==> src/rtl/face_overlay_ctrl_pkg.sv <==
// ============================================================================
//  Module      : face_overlay_ctrl_pkg
//  Description : Shared defaults and state encoding for the face-overlay
//                sequencer and the overlay pixel logic.
//  Revision    : 1.0 - initial release
// ============================================================================
`default_nettype none

package face_overlay_ctrl_pkg;

    // Default geometry shared with the overlay pixel path
    localparam int c_def_cw     = 12;
    localparam int c_def_h_res  = 640;
    localparam int c_def_v_res  = 480;
    localparam int c_def_margin = 10;

    // Collector state: COLLECT accepts beats, PENDING waits for frame start
    typedef enum logic [0:0] {
        ST_COLLECT = 1'b0,
        ST_PENDING = 1'b1
    } state_t;

endpackage

`default_nettype wire

==> src/rtl/face_overlay_ctrl_if.sv <==
// ============================================================================
//  Module      : face_overlay_ctrl_if
//  Description : Detector-to-overlay valid/ready box stream.
//                master : detection engine (drives box beats)
//                slave  : face_overlay_ctrl (drives det_ready)
//  Ports       : det_valid/det_ready handshake, det_x/y/w/h box,
//                det_last end-of-set marker
//  Revision    : 1.0 - initial release
// ============================================================================
`default_nettype none

interface face_overlay_ctrl_if
    import face_overlay_ctrl_pkg::*;
#(
    parameter int CW = c_def_cw
);
    logic          det_valid;
    logic          det_ready;
    logic [CW-1:0] det_x;
    logic [CW-1:0] det_y;
    logic [CW-1:0] det_w;
    logic [CW-1:0] det_h;
    logic          det_last;

    modport master (
        output det_valid, det_x, det_y, det_w, det_h, det_last,
        input  det_ready
    );

    modport slave (
        input  det_valid, det_x, det_y, det_w, det_h, det_last,
        output det_ready
    );
endinterface

`default_nettype wire

==> src/rtl/face_overlay_ctrl_box_clamp.sv <==
// ============================================================================
//  Module      : face_box_clamp
//  Description : Combinational conversion of a (x, y, w, h) face box to
//                margin-expanded corners clamped to the visible area.
//  Ports       : i_x/i_y/i_w/i_h  box top-left and size
//                o_x1/o_y1/o_x2/o_y2  clamped corners
//                o_discard  box is zero-size or starts off-screen
//  Revision    : 1.0 - initial release
// ============================================================================
`default_nettype none

module face_box_clamp
    import face_overlay_ctrl_pkg::*;
#(
    parameter int CW     = c_def_cw,
    parameter int MARGIN = c_def_margin,
    parameter int H_RES  = c_def_h_res,
    parameter int V_RES  = c_def_v_res
) (
    input  wire logic [CW-1:0] i_x,
    input  wire logic [CW-1:0] i_y,
    input  wire logic [CW-1:0] i_w,
    input  wire logic [CW-1:0] i_h,
    output logic      [CW-1:0] o_x1,
    output logic      [CW-1:0] o_y1,
    output logic      [CW-1:0] o_x2,
    output logic      [CW-1:0] o_y2,
    output logic               o_discard
);
    // Two guard bits: x + w + MARGIN can never wrap
    localparam int EW = CW + 2;

    localparam logic [EW-1:0] c_margin = EW'(MARGIN);
    localparam logic [EW-1:0] c_h_max  = EW'(H_RES - 1);
    localparam logic [EW-1:0] c_v_max  = EW'(V_RES - 1);
    localparam logic [EW-1:0] c_h_res  = EW'(H_RES);
    localparam logic [EW-1:0] c_v_res  = EW'(V_RES);

    logic [EW-1:0] w_x;
    logic [EW-1:0] w_y;
    logic [EW-1:0] w_x_end;
    logic [EW-1:0] w_y_end;

    assign w_x     = EW'(i_x);
    assign w_y     = EW'(i_y);
    assign w_x_end = w_x + EW'(i_w) + c_margin;
    assign w_y_end = w_y + EW'(i_h) + c_margin;

    assign o_x1 = (w_x < c_margin) ? '0 : CW'(w_x - c_margin);
    assign o_y1 = (w_y < c_margin) ? '0 : CW'(w_y - c_margin);
    assign o_x2 = (w_x_end > c_h_max) ? CW'(c_h_max) : CW'(w_x_end);
    assign o_y2 = (w_y_end > c_v_max) ? CW'(c_v_max) : CW'(w_y_end);

    assign o_discard = (i_w == '0) || (i_h == '0) ||
                       (w_x >= c_h_res) || (w_y >= c_v_res);
endmodule

`default_nettype wire

==> src/rtl/face_overlay_ctrl.sv <==
// ============================================================================
//  Module      : face_overlay_ctrl
//  Description : Collects a set of detected face boxes into a shadow bank and
//                commits the whole set to the active overlay bank at the next
//                frame start, so the pixel path never sees a partial set.
//  Ports       : clk, rst_n (async, active-low)
//                i_frame_start   one-cycle top-of-frame pulse
//                det             detector box stream (slave side)
//                o_box_valid     active slot enables
//                o_box_x1/y1/x2/y2  active corners, slot i at [i*CW +: CW]
//                o_commit        pulse when a new set becomes active
//                o_drop_cnt      saturating count of overflowed boxes
//  Revision    : 1.0 - initial release
// ============================================================================
`default_nettype none

module face_overlay_ctrl
    import face_overlay_ctrl_pkg::*;
#(
    parameter int MAX_FACES   = 4,
    parameter int CW          = c_def_cw,
    parameter int MARGIN      = c_def_margin,
    parameter int H_RES       = c_def_h_res,
    parameter int V_RES       = c_def_v_res,
    parameter int HOLD_FRAMES = 8
) (
    input  wire logic                    clk,
    input  wire logic                    rst_n,
    input  wire logic                    i_frame_start,
    face_overlay_ctrl_if.slave           det,
    output logic [MAX_FACES-1:0]         o_box_valid,
    output logic [MAX_FACES*CW-1:0]      o_box_x1,
    output logic [MAX_FACES*CW-1:0]      o_box_y1,
    output logic [MAX_FACES*CW-1:0]      o_box_x2,
    output logic [MAX_FACES*CW-1:0]      o_box_y2,
    output logic                         o_commit,
    output logic [7:0]                   o_drop_cnt
);
    localparam int CNT_W  = $clog2(MAX_FACES + 1);
    localparam int HOLD_W = $clog2(HOLD_FRAMES + 1);

    localparam logic [CNT_W-1:0]  c_max_cnt   = CNT_W'(MAX_FACES);
    localparam logic [HOLD_W-1:0] c_hold_last = HOLD_W'(HOLD_FRAMES - 1);

    state_t              r_state;
    state_t              w_state_nxt;
    logic                r_run;        // low until the first edge after reset
    logic [CNT_W-1:0]    r_count;
    logic [HOLD_W-1:0]   r_hold_cnt;
    logic [7:0]          r_drop_cnt;
    logic                r_commit;
    logic [MAX_FACES-1:0] r_box_valid;

    logic [CW-1:0] r_sh_x1 [MAX_FACES];
    logic [CW-1:0] r_sh_y1 [MAX_FACES];
    logic [CW-1:0] r_sh_x2 [MAX_FACES];
    logic [CW-1:0] r_sh_y2 [MAX_FACES];
    logic [CW-1:0] r_ac_x1 [MAX_FACES];
    logic [CW-1:0] r_ac_y1 [MAX_FACES];
    logic [CW-1:0] r_ac_x2 [MAX_FACES];
    logic [CW-1:0] r_ac_y2 [MAX_FACES];

    logic [CW-1:0]        w_x1;
    logic [CW-1:0]        w_y1;
    logic [CW-1:0]        w_x2;
    logic [CW-1:0]        w_y2;
    logic                 w_discard;
    logic                 w_accept;
    logic                 w_full;
    logic                 w_wr;
    logic                 w_drop;
    logic                 w_commit;
    logic [MAX_FACES-1:0] w_mask;

    face_box_clamp #(
        .CW     (CW),
        .MARGIN (MARGIN),
        .H_RES  (H_RES),
        .V_RES  (V_RES)
    ) u_clamp (
        .i_x       (det.det_x),
        .i_y       (det.det_y),
        .i_w       (det.det_w),
        .i_h       (det.det_h),
        .o_x1      (w_x1),
        .o_y1      (w_y1),
        .o_x2      (w_x2),
        .o_y2      (w_y2),
        .o_discard (w_discard)
    );

    // Ready is combinational from state so it is low the instant reset asserts
    assign det.det_ready = r_run && (r_state == ST_COLLECT);

    assign w_accept = det.det_valid && det.det_ready;
    assign w_full   = (r_count == c_max_cnt);
    assign w_wr     = w_accept && !w_discard && !w_full;
    assign w_drop   = w_accept && !w_discard && w_full;
    assign w_commit = (r_state == ST_PENDING) && i_frame_start;

    // ------------------------------------------------------------------
    // State machine
    // ------------------------------------------------------------------
    always_ff @(posedge clk or negedge rst_n) begin
        if (!rst_n) begin
            r_state <= ST_COLLECT;
            r_run   <= 1'b0;
        end else begin
            r_state <= w_state_nxt;
            r_run   <= 1'b1;
        end
    end

    // A det_last accepted together with frame_start lands in PENDING only
    // after this frame_start has passed, so that set waits a full frame.
    always_comb begin
        w_state_nxt = r_state;
        case (r_state)
            ST_COLLECT: if (w_accept && det.det_last) w_state_nxt = ST_PENDING;
            ST_PENDING: if (i_frame_start)            w_state_nxt = ST_COLLECT;
            default:                                  w_state_nxt = ST_COLLECT;
        endcase
    end

    // ------------------------------------------------------------------
    // Shadow count, drop counter, hold timer, active enables
    // ------------------------------------------------------------------
    always_ff @(posedge clk or negedge rst_n) begin
        if (!rst_n) begin
            r_count     <= '0;
            r_drop_cnt  <= '0;
            r_hold_cnt  <= '0;
            r_commit    <= 1'b0;
            r_box_valid <= '0;
        end else begin
            r_commit <= w_commit;

            if (w_commit) begin
                r_count <= '0;
            end else if (w_wr) begin
                r_count <= r_count + 1'b1;
            end

            if (w_drop && (r_drop_cnt != 8'hFF)) begin
                r_drop_cnt <= r_drop_cnt + 8'd1;
            end

            if (w_commit) begin
                r_box_valid <= w_mask;
                r_hold_cnt  <= '0;
            end else if (i_frame_start) begin
                // Stale set expires after HOLD_FRAMES frames without a commit
                if (r_hold_cnt == c_hold_last) begin
                    r_box_valid <= '0;
                end else begin
                    r_hold_cnt <= r_hold_cnt + 1'b1;
                end
            end
        end
    end

    // ------------------------------------------------------------------
    // Per-slot shadow and active banks
    // ------------------------------------------------------------------
    for (genvar i = 0; i < MAX_FACES; i++) begin : g_slot
        localparam logic [CNT_W-1:0] c_idx = CNT_W'(i);

        assign w_mask[i] = (c_idx < r_count);

        always_ff @(posedge clk or negedge rst_n) begin
            if (!rst_n) begin
                r_sh_x1[i] <= '0;
                r_sh_y1[i] <= '0;
                r_sh_x2[i] <= '0;
                r_sh_y2[i] <= '0;
            end else if (w_wr && (r_count == c_idx)) begin
                r_sh_x1[i] <= w_x1;
                r_sh_y1[i] <= w_y1;
                r_sh_x2[i] <= w_x2;
                r_sh_y2[i] <= w_y2;
            end
        end

        always_ff @(posedge clk or negedge rst_n) begin
            if (!rst_n) begin
                r_ac_x1[i] <= '0;
                r_ac_y1[i] <= '0;
                r_ac_x2[i] <= '0;
                r_ac_y2[i] <= '0;
            end else if (w_commit) begin
                r_ac_x1[i] <= r_sh_x1[i];
                r_ac_y1[i] <= r_sh_y1[i];
                r_ac_x2[i] <= r_sh_x2[i];
                r_ac_y2[i] <= r_sh_y2[i];
            end
        end

        assign o_box_x1[i*CW +: CW] = r_ac_x1[i];
        assign o_box_y1[i*CW +: CW] = r_ac_y1[i];
        assign o_box_x2[i*CW +: CW] = r_ac_x2[i];
        assign o_box_y2[i*CW +: CW] = r_ac_y2[i];
    end

    assign o_box_valid = r_box_valid;
    assign o_commit    = r_commit;
    assign o_drop_cnt  = r_drop_cnt;
endmodule

`default_nettype wire
==> src/flat_wrapper.sv <==
// flat-port wrapper written by rule: the top's interface ports become plain ports
module face_overlay_ctrl_flat import face_overlay_ctrl_pkg::*;
#(
    parameter int MAX_FACES   = 4,
    parameter int CW          = c_def_cw,
    parameter int MARGIN      = c_def_margin,
    parameter int H_RES       = c_def_h_res,
    parameter int V_RES       = c_def_v_res,
    parameter int HOLD_FRAMES = 8
)
  (clk, rst_n, i_frame_start, o_box_valid, o_box_x1, o_box_y1, o_box_x2, o_box_y2, o_commit, o_drop_cnt, det_det_valid, det_det_x, det_det_y, det_det_w, det_det_h, det_det_last, det_det_ready);
  face_overlay_ctrl_if #(.CW(CW)) det_i ();
  input  wire logic clk;
  input  wire logic rst_n;
  input  wire logic i_frame_start;
  output logic [MAX_FACES-1:0] o_box_valid;
  output logic [MAX_FACES*CW-1:0] o_box_x1;
  output logic [MAX_FACES*CW-1:0] o_box_y1;
  output logic [MAX_FACES*CW-1:0] o_box_x2;
  output logic [MAX_FACES*CW-1:0] o_box_y2;
  output logic o_commit;
  output logic [7:0] o_drop_cnt;
  input wire logic [$bits(det_i.det_valid)-1:0] det_det_valid;
  input wire logic [$bits(det_i.det_x)-1:0] det_det_x;
  input wire logic [$bits(det_i.det_y)-1:0] det_det_y;
  input wire logic [$bits(det_i.det_w)-1:0] det_det_w;
  input wire logic [$bits(det_i.det_h)-1:0] det_det_h;
  input wire logic [$bits(det_i.det_last)-1:0] det_det_last;
  output wire logic [$bits(det_i.det_ready)-1:0] det_det_ready;
  assign det_i.det_valid = det_det_valid;
  assign det_i.det_x = det_det_x;
  assign det_i.det_y = det_det_y;
  assign det_i.det_w = det_det_w;
  assign det_i.det_h = det_det_h;
  assign det_i.det_last = det_det_last;
  assign det_det_ready = det_i.det_ready;
  face_overlay_ctrl #(.MAX_FACES(MAX_FACES), .CW(CW), .MARGIN(MARGIN), .H_RES(H_RES), .V_RES(V_RES), .HOLD_FRAMES(HOLD_FRAMES)) u_core (.clk(clk), .rst_n(rst_n), .i_frame_start(i_frame_start), .det(det_i), .o_box_valid(o_box_valid), .o_box_x1(o_box_x1), .o_box_y1(o_box_y1), .o_box_x2(o_box_x2), .o_box_y2(o_box_y2), .o_commit(o_commit), .o_drop_cnt(o_drop_cnt));
endmodule
==> config.mk <==
export PLATFORM = sky130hd
export DESIGN_NAME = face_overlay_ctrl_flat
export DESIGN_NICKNAME = d
export VERILOG_FILES = /design/src/rtl/face_overlay_ctrl_pkg.sv /design/src/rtl/face_overlay_ctrl_if.sv /design/src/rtl/face_overlay_ctrl_box_clamp.sv /design/src/rtl/face_overlay_ctrl.sv /design/src/flat_wrapper.sv
export SDC_FILE = /design/constraint.sdc
export NUM_CORES = 1
export LEC_CHECK = 0
export CAP_MARGIN = 20
export CELL_PAD_IN_SITES_DETAIL_PLACEMENT = 1
export CELL_PAD_IN_SITES_GLOBAL_PLACEMENT = 1
export CORE_MARGIN = 2
export CORE_UTILIZATION = 46
export CTS_BUF_LIST = sky130_fd_sc_hd__clkbuf_16
export CTS_CLUSTER_DIAMETER = 200
export DETAILED_ROUTE_END_ITERATION = 16
export HOLD_SLACK_MARGIN = 0.1
export PLACE_DENSITY_LB_ADDON = 0.1
export SYNTH_ARGS = -nofsm -noshare
export SYNTH_HDL_FRONTEND = slang
export SYNTH_HIERARCHICAL = 1
export SYNTH_SLANG_ARGS = --single-unit
==> constraint.sdc <==
create_clock -name clk -period 6.7 [get_ports clk]
set_clock_uncertainty 0.2 [all_clocks]
set_input_delay 1.34 -clock clk [delete_from_list [all_inputs] [get_ports clk]]
set_output_delay 1.34 -clock clk [all_outputs]
set_load 0.01 [all_outputs]
Yosys cells after proc, flatten, opt, wreduce, memory -nomap -nowiden
Index checks and enable logic that the tools add are counted.
{ "totals": {"reg_bits": 406, "memories": 0, "ramBits": 0, "latch_bits": 0, "mem_bits_ro": 0} }
{ "classes": {"n_mux": 15, "order_cmp": 10, "reduce_logical": 25, "eq_ne": 7, "n_addsub": 9, "mul": 0, "shift": 0, "div_mod_pow": 0, "n_bitwise": 1} }
{ "ops": {"columns": ["cell", "count"], "rows": [
  ["12-bit 2-to-1 mux", 4],
  ["12-bit by 12-bit adder with 13-bit output", 2],
  ["12-bit logical NOT", 2],
  ["12-bit by 4-bit less-than comparator with 1-bit output, second input constant", 2],
  ["4-bit 2-to-1 mux", 6],
  ["12-bit by 4-bit subtractor with 12-bit output, second input constant", 2],
  ["13-bit by 4-bit adder with 14-bit output, second input constant", 1],
  ["14-bit by 4-bit adder with 14-bit output, second input constant", 1],
  ["14-bit by 10-bit greater-than comparator with 1-bit output, second input constant", 1],
  ["14-bit by 9-bit greater-than comparator with 1-bit output, second input constant", 1],
  ["12-bit by 10-bit greater-or-equal comparator with 1-bit output, second input constant", 1],
  ["12-bit by 9-bit greater-or-equal comparator with 1-bit output, second input constant", 1],
  ["1-bit logical AND", 12],
  ["8-bit by 1-bit adder with 8-bit output, second input constant", 1],
  ["8-bit inequality test, second input constant", 1],
  ["3-bit by 2-bit equality test with 1-bit output, second input constant", 2],
  ["1-bit by 3-bit less-than comparator with 1-bit output, first input constant", 2],
  ["2-bit by 3-bit less-than comparator with 1-bit output, first input constant", 2],
  ["3-bit 2-to-1 mux", 2],
  ["2-bit nonzero test", 3],
  ["4-bit by 1-bit adder with 4-bit output, second input constant", 1],
  ["4-bit by 3-bit equality test with 1-bit output, second input constant", 1],
  ["2-bit AND reduction", 2],
  ["3-bit by 1-bit adder with 3-bit output, second input constant", 1],
  ["other kinds (9)", 13]
]} }

Longest topological paths before layout
Gate-level depths: netlist of run 1.
{ "depth": {"depth_word": 9, "ltp_mapped": 12} }

Modules after synthesis
The synthesis of run 1 kept the hierarchy.
{ "by_module_without_submodules": {"columns": ["module", "cells_each", "n_inst", "area_each_um2"], "rows": [
  ["face_overlay_ctrl", 1323, 1, 15374.7],
  ["face_box_clamp", 314, 1, 2187.1]
]} }

Worst setup path after synthesis of run 1
OpenSTA, ideal clock, no wires.
{ "synth_timing": {"path_type": "input -> register", "from": "input det_det_y[3]", "to": "register u_core/r_sh_y2[0] in the netlist's numbering", "t_arrival_ps": 3764, "n_path_buf": 1, "setup_ps": 125, "t_required_ps": 6375, "setup_slack_ps": 2611, "cell_stages": 12, "path_cell_list": "inv_1 ha_1 inv_1 ha_1 buf_2 a21oi_1 o211a_1 o31a_1 o22a_1 a211o_1 or3_1 mux2_2"} }
{ "synth_between": {"word_cells_on_any_way": 10} }
{ "synth_rtl": {"columns": ["item", "line", "text"], "rows": [
  ["start: declaration", "flat_wrapper.sv:25", "input wire logic [$bits(det_i.det_y)-1:0] det_det_y;"],
  ["12-bit by 12-bit adder with 13-bit output", "face_overlay_ctrl_box_clamp.sv:47", "assign w_y_end = w_y + EW'(i_h) + c_margin;"],
  ["13-bit by 4-bit adder with 14-bit output", "face_overlay_ctrl_box_clamp.sv:47", null],
  ["14-bit by 9-bit greater-than comparator with 1-bit output", "face_overlay_ctrl_box_clamp.sv:52", "assign o_y2 = (w_y_end > c_v_max) ? CW'(c_v_max) : CW'(w_y_end);"],
  ["12-bit 2-to-1 mux", "face_overlay_ctrl_box_clamp.sv:52", null],
  ["named net u_core.w_y2[0]", "face_overlay_ctrl.sv:66", "logic [CW-1:0] w_y2;"],
  ["end signal: indexed assignment", "face_overlay_ctrl.sv:180", "r_sh_y2[i] <= w_y2;"],
  ["end: declaration", "face_overlay_ctrl.sv:57", "logic [CW-1:0] r_sh_y2 [MAX_FACES];"]
]} }
The timed path passes the listed nets, and every way through them passes these cells.
A chain may end at the register's enable or synchronous reset.

Final worst setup path of run 1
{ "layout_timing": {"from": "input det_det_y[7]", "to": "register u_core/r_sh_y2[37] in the netlist's numbering"} }
Same word-level chain as after synthesis.

==> key figures, run 1 <==
Placement
  – Place WS: about 1.6 ns
  – DPL Wire Length: roughly 32 mm
  – DP Area: roughly 21,000 um2
  – GPL Wtd Cong: 0.9044
  – IO Port Bufs: 258
  – Cell count after placement: 2,344

Run
  – Max-Cap Viols: 0

Outcome
  – Status: complete, no violations

CTS
  – Clock buffer depth: 3
  – TritonCTS clock tree: built
  – Post-cts repair resize count: 0
  – Clock Pin Slew Worst Setup and Hold Paths: 0.06 ns
  – Hold-fix buffers at CTS: 0
  – H-tree Lvls: 2
  – Clock insertion delay at the later pin of the skew report: 0.56 ns
  – Cts bufs inserted: 44
  – CTS sink cnt: 406
  – Post-CTS Setup Inserts: 0
  – Root buf cell: clkbuf_16

Timing
  – Hold WS: 0.2578 ns
  – Final setup viols: 0
  – Slew Limit Fails: 0
  – Tmin final: 4.583 ns
  – RSZ-0062 raised after global routing: no
  – Worst rel slew slack: 31.90%
  – Final hold vios: 0
  – Tcrit/Tclk final: 68.40%
  – Slew @ Worst Pin: slightly above 1 ns
  – Setup TNS Final: 0 ns
  – Maximum operating frequency: 218.2 MHz
  – Worst setup margin: 2.117 ns

Setup path
  – Arr. time, crit path: 4.82 ns
  – CP startpoint kind: input port
  – Worst Path Required: 6.94 ns
  – Setup crit end kind: flip-flop
  – Reg2Reg Depth: 7
  – CP max FO: 8
  – Crit Path Class: in -> reg

Detailed routing
  – Metal1 wirelength: between 20 and 25 mm
  – Vias per cell: 5.200
  – Highest Signal Layer: met4
  – DRC: 0
  – Vias: about 13,000
  – WL per Instance: a little under 20 um
  – Detailed route wirelength on metal3: 2.009 mm
  – Met2 Wirelength: 24.18 mm
  – Post-Route WL: 47.83 mm
  – DR pass1 iterations: 7
  – 1st-iter DRT viols: 533
  – Number of routed nets with antenna violations: 0

Power
  – Leak: 11.21 nW
  – Total power: 5.532 mW
  – Pwr Density: ~250 nW/um2
  – Maximum vdd ir drop: between 0.15 and 0.2 mV

GRT
  – Initial antenna violation count: 8
  – Largest net degree at the start of global routing: about 150
  – Overflow after GRT: 0
  – Global-route wire length before repair: 76.38 mm
  – Number of global-route vias before repair: roughly 14,000
  – Total Routing Usage GR: around a quarter

Yosys
  – Top cells by area, synth: dfrtp_1 (58%), nand2_1 (13%), mux2_2 (10%)
  – Area share of the largest cell type after synthesis: approximately 58%
  – Post-Syn Area: 17,560 um2
  – Post-synthesis sequential area ratio: 57.85%
  – Async SR Flop Fraction: 100.0%
  – Synthesis-stage register bit count: between 400 and 500
  – Synth cell types: 68
  – Commonest cells post-synth: nand2_1 (610), dfrtp_1 (406), mux2_2 (159)
  – Warnings from Yosys: 6
  – Post-synthesis instance total: ~1,600
  – Synth Flop Type: dfrtp_1
  – Mean post-synth cell area: 10.73 um2
  – Yosys top cell by area: dfrtp_1
  – Most common cell in the netlist: nand2_1
  – Post-synth EDFFs: 0

Min path
  – Hold path cells: 2
  – Worst hold path class: reg -> reg

Floorplan
  – Die Area: 39,760 um2
  – Ports: around 260
  – Initial Util: 46.63%
  – Die width: 199.4 um
  – Rows: 71
  – Chip height: ~200 um
  – Core box area: 37,670 um2

Layout
  – Fin area: 21,900 um2
  – Final #Nets: between 1,500 and 2,000
  – Post-Layout Cell Count: 2,433
  – Layout cells sized above 1: 12.38%
  – P&R area growth vs syn: 24.69%
  – Final core utilization: 58.14%
-- cell type report --
cell class | count | area (um2)
Fill cell | 4113 | 15770
Sequential cell | 406 | 10160
Multi-Input combinational cell | 1123 | 6900
Timing Repair Buffer | 271 | 2720
Clock buffer | 45 | 1126
Tap cell | 511 | 639.4
Clock inverter | 35 | 200.2
Inverter | 34 | 132.6
Antenna cell | 8 | 20.02
-- layer usage --
layer,global-route usage [%],up-vias
met5,0,-
met4,7.023,0
met3,4.068,58
met2,43.05,227
met1,32.31,6493
li1,-,5874
-- worst paths after layout --
path                       slack [ns]                   to               start
setup / recovery                 2.12   u_core/r_sh_y2[37]        det_det_y[7]
hold / removal                   0.26  u_core/o_box_x1[15]  u_core/r_sh_x1[27]
setup reg to reg                 3.95   u_core/r_sh_y2[27]   u_core/r_count[1]
hold reg to reg                  0.26  u_core/o_box_x1[15]  u_core/r_sh_x1[27]
max in group asynchronous        4.27   u_core/o_box_y2[5]               rst_n
min in group asynchronous        0.60  u_core/o_box_y1[20]               rst_n
-- registers in the layout, indices dropped and copies added (netlist names) --
| signal | count |
|---|---|
| u_core/r_run | 1 |
| u_core/o_box_valid | 4 |
| u_core/r_sh_x2 | 48 |
| u_core/r_sh_x1 | 48 |
| u_core/o_box_y1 | 48 |
| u_core/o_box_x1 | 48 |
| u_core/r_sh_y2 | 48 |
| u_core/o_commit | 1 |
| u_core/r_sh_y1 | 48 |
| u_core/r_hold_cnt | 4 |
| u_core/r_state | 1 |
| u_core/o_box_y2 | 48 |
| u_core/o_box_x2 | 48 |
| u_core/o_drop_cnt | 8 |
| u_core/r_count | 3 |
-- cell usage in the layout (no fill, tap or decap), types with 27 or more instances in the layout --
cell type        instances
mux2_2                 159
a21oi_1                 27
clkbuf_16               45
nor2_1                  36
inv_1                   47
nand2_1                609
ha_1                    53
mux2_1                  40
clkdlybuf4s50_1        257
dfrtp_1                406
-- report_power, final --
part           switching (mW)  internal [mW]
Clock                   0.960           1.29
Sequential             0.0703           2.56
Combinational           0.379          0.278
Total                    1.41           4.12
-- cells by family after synthesis --
group | count (synthesis) | share of synthesized area (%)
flops | 406 | 57.85
compound gates | 87 | 3.142
simple gates | 743 | 17.54
other cells | 2 | 0.04276
buf+inv | 112 | 2.985
mux | 203 | 12.99
xor+xnor | 29 | 1.446
fa+ha+maj | 55 | 4.004
-- worst max-delay path, cell delays in order --
cell	delay, ns
clkdlybuf4s50_1	0.58
ha_1	0.27
ha_1	0.43
o21ai_1	0.20
nor2_1	0.07
a2111oi_0	0.57
nand4_1	0.29
a211o_1	0.34
or3_1	0.43
mux2_2	0.29
No activity file was read; power rests on OpenSTA's default activity.
==> run 2: changes to the inputs <==
--- a/config.mk
+++ b/config.mk
@@ -9,7 +9,7 @@
 export CELL_PAD_IN_SITES_DETAIL_PLACEMENT = 1
 export CELL_PAD_IN_SITES_GLOBAL_PLACEMENT = 1
 export CORE_MARGIN = 2
-export CORE_UTILIZATION = 46
+export CORE_UTILIZATION = 43
 export CTS_BUF_LIST = sky130_fd_sc_hd__clkbuf_16
 export CTS_CLUSTER_DIAMETER = 200
 export DETAILED_ROUTE_END_ITERATION = 16
==> constraint.sdc (replaced) <==
create_clock -name clk -period 4.3 [get_ports clk]
set_clock_uncertainty 0.2 [all_clocks]
set_input_delay 0.86 -clock clk [delete_from_list [all_inputs] [get_ports clk]]
set_output_delay 0.86 -clock clk [all_outputs]
set_load 0.01 [all_outputs]
==> key figures, run 2 (synthesized netlist as in run 1, its figures left out) <==
Timing
  – Tcrit/Tclk final: 92.86%
  – Slew Limit Fails: 0 (unchanged)
  – Worst rel slew slack: 33.41% (+1.5 points)
  – RSZ-0062 raised after global routing: no
  – Slew @ Worst Pin: 0.9988 ns (-0.02268 ns)
  – Maximum operating frequency: about 250 MHz
  – Tmin final: about 4 ns
  – Final setup viols: 0 (unchanged)
  – Final hold vios: 0 (unchanged)

CTS
  – CTS sink cnt: 406 (unchanged)
  – Hold-fix buffers at CTS: 0 (unchanged)
  – Post-cts repair resize count: 0 (unchanged)
  – Post-CTS Setup Inserts: 0 (unchanged)
  – Cts bufs inserted: 44 (unchanged)
  – Clock buffer depth: 3 (unchanged)
  – H-tree Lvls: 2 (unchanged)
  – Clock Pin Slew Worst Setup and Hold Paths: 0.06 ns (about the same)
  – TritonCTS clock tree: built
  – Clock insertion delay at the later pin of the skew report: 0.57 ns (about the same)
  – Root buf cell: clkbuf_16

Detailed routing
  – DR pass1 iterations: 5 (-2)
  – Vias: 12,700 (+0.36%)
  – Post-Route WL: 48.40 mm (+1.2%)
  – WL per Instance: 19.48 um (-0.93%)
  – DRC: 0 (unchanged)
  – Vias per cell: 5.110 (-1.7%)
  – Number of routed nets with antenna violations: 0 (unchanged)
  – 1st-iter DRT viols: 603 (+13%)

Power
  – Pwr Density: 387.7 nW/um2 (+53%)
  – Maximum vdd ir drop: 0.2842 mV (+72%)
  – Leak: 11.41 nW (+1.8%)

Setup path
  – CP startpoint kind: input port
  – Worst Path Required: 4.55 ns (-2.39 ns)
  – Crit Path Class: in -> reg
  – Arr. time, crit path: 4.24 ns (-0.58 ns)
  – CP max FO: 4 (-4)
  – Setup crit end kind: flip-flop

Layout
  – Final #Nets: 2,024 (+1.8%)
  – P&R area growth vs syn: 26.85%
  – Final core utilization: 54.93% (-3.2 points)
  – Most common cell after layout, fill and taps aside: nand2_1
  – Post-Layout Cell Count: 2,485 (+2.1%)
  – Layout cells sized above 1: 14.23% (+1.8 points)
  – Most frequent cells in the layout: nand2_1 (609), dfrtp_1 (406), clkdlybuf4s50_1 (257)

Floorplan
  – Initial Util: 43.30% (-3.3 points)
  – Die width: 206.1 um (+3.4%)
  – Die Area: 42,470 um2 (+6.8%)
  – Core box area: 40,550 um2 (+7.7%)
  – Chip height: 206.1 um (+3.4%)
  – Rows: 74 (+4.2%)
  – Ports: 259 (unchanged)

Placement
  – DPL Wire Length: 33.04 mm (+3.1%)
  – Cell count after placement: 2,402 (+2.5%)
  – GPL Wtd Cong: 0.8649 (-4.4%)
  – IO Port Bufs: 258 (unchanged)

GRT
  – Overflow after GRT: 0 (unchanged)
  – Initial antenna violation count: 8 (unchanged)
  – Number of global-route vias before repair: 13,510 (-1.6%)
  – Global-route wire length before repair: 76.27 mm (-0.15%)
  – Largest net degree at the start of global routing: 195 (+27%)
  – Total Routing Usage GR: 23.26% (-1.6 points)

Outcome
  – Status: complete, no violations

Run
  – Max-Cap Viols: 0 (unchanged)

Min path
  – Worst hold path class: in -> async
-- run 2: changes by cell type in the layout (fill, tap and decap cells not counted), sizes merged --
| cell | change |
|---|---|
| diode | -2 |
| clkinvlp | +1 |
| clkinv | -1 |
| bufinv | -1 |
| inv | -2 |
| buf | +36 |
-- run 2: power by group --
group / internal (mW) / switching, mW
clock: 1.95 / 1.52
sequential: 3.98 / 0.112
combinational: 0.481 / 0.598
-- run 2: through the flow --
step	setup slack (ns)	area [um2]	TNS, ns	hold slack (ns)	power, mW
after detailed placement	-0.2283	20960	-4.794	0.2514	5.246
after CTS	0.3544	22260	0	0.1275	8.746
after floorplan	0.6913	17580	0	0.2315	4.685
final	0.3070	22280	0	0.1248	8.636
after global routing	0.09077	22270	0	0.1579	9.019
after global placement	-0.1834	20960	-3.277	0.2396	5.215
-- run 2: worst paths after layout --
check                              startpoint                   to  slack [ns]  cells past startpoint
setup / recovery                 det_det_y[1]   u_core/r_sh_y2[32]        0.31                     14
hold / removal                          rst_n   u_core/o_box_y1[5]        0.12                      1
setup reg to reg            u_core/r_count[1]    u_core/r_sh_x1[7]        1.87                      7
hold reg to reg            u_core/r_sh_y2[16]  u_core/o_box_y2[28]        0.25                      2
max in group asynchronous               rst_n  u_core/o_box_x1[38]        2.86                      2
min in group clk           u_core/r_sh_y2[16]  u_core/o_box_y2[28]        0.25                      2
-- run 2: area by class of cell --
class | instances | area (um2)
Fill cell | 4408 | 18280
Sequential cell | 406 | 10160
Multi-Input combinational cell | 1123 | 6900
Timing Repair Buffer | 307 | 3105
Clock buffer | 45 | 1126
Tap cell | 532 | 665.6
Clock inverter | 32 | 171.4
Inverter | 34 | 132.6
Antenna cell | 6 | 15.01
-- run 2: metal layers --
layer	share of wire [%]	vias up	global-route usage [%]	wire length (um)
met5	0.087	-	0	42
met4	2.3	8	6.301	1124
met3	4.4	76	4.935	2143
met2	49	226	38.76	23500
met1	45	6433	30.82	21580
li1	-	5955	-	-
-- run 2: critical path: stages --
cell	delay, ns
clkdlybuf4s50_1	0.56
inv_1	0.11
ha_1	0.29
inv_1	0.04
ha_1	0.22
fa_1	0.41
a21oi_1	0.18
o22ai_1	0.13
mux2i_1	0.16
nand4_1	0.12
buf_4	0.18
a211oi_1	0.44
nand3_1	0.23
mux2_2	0.31
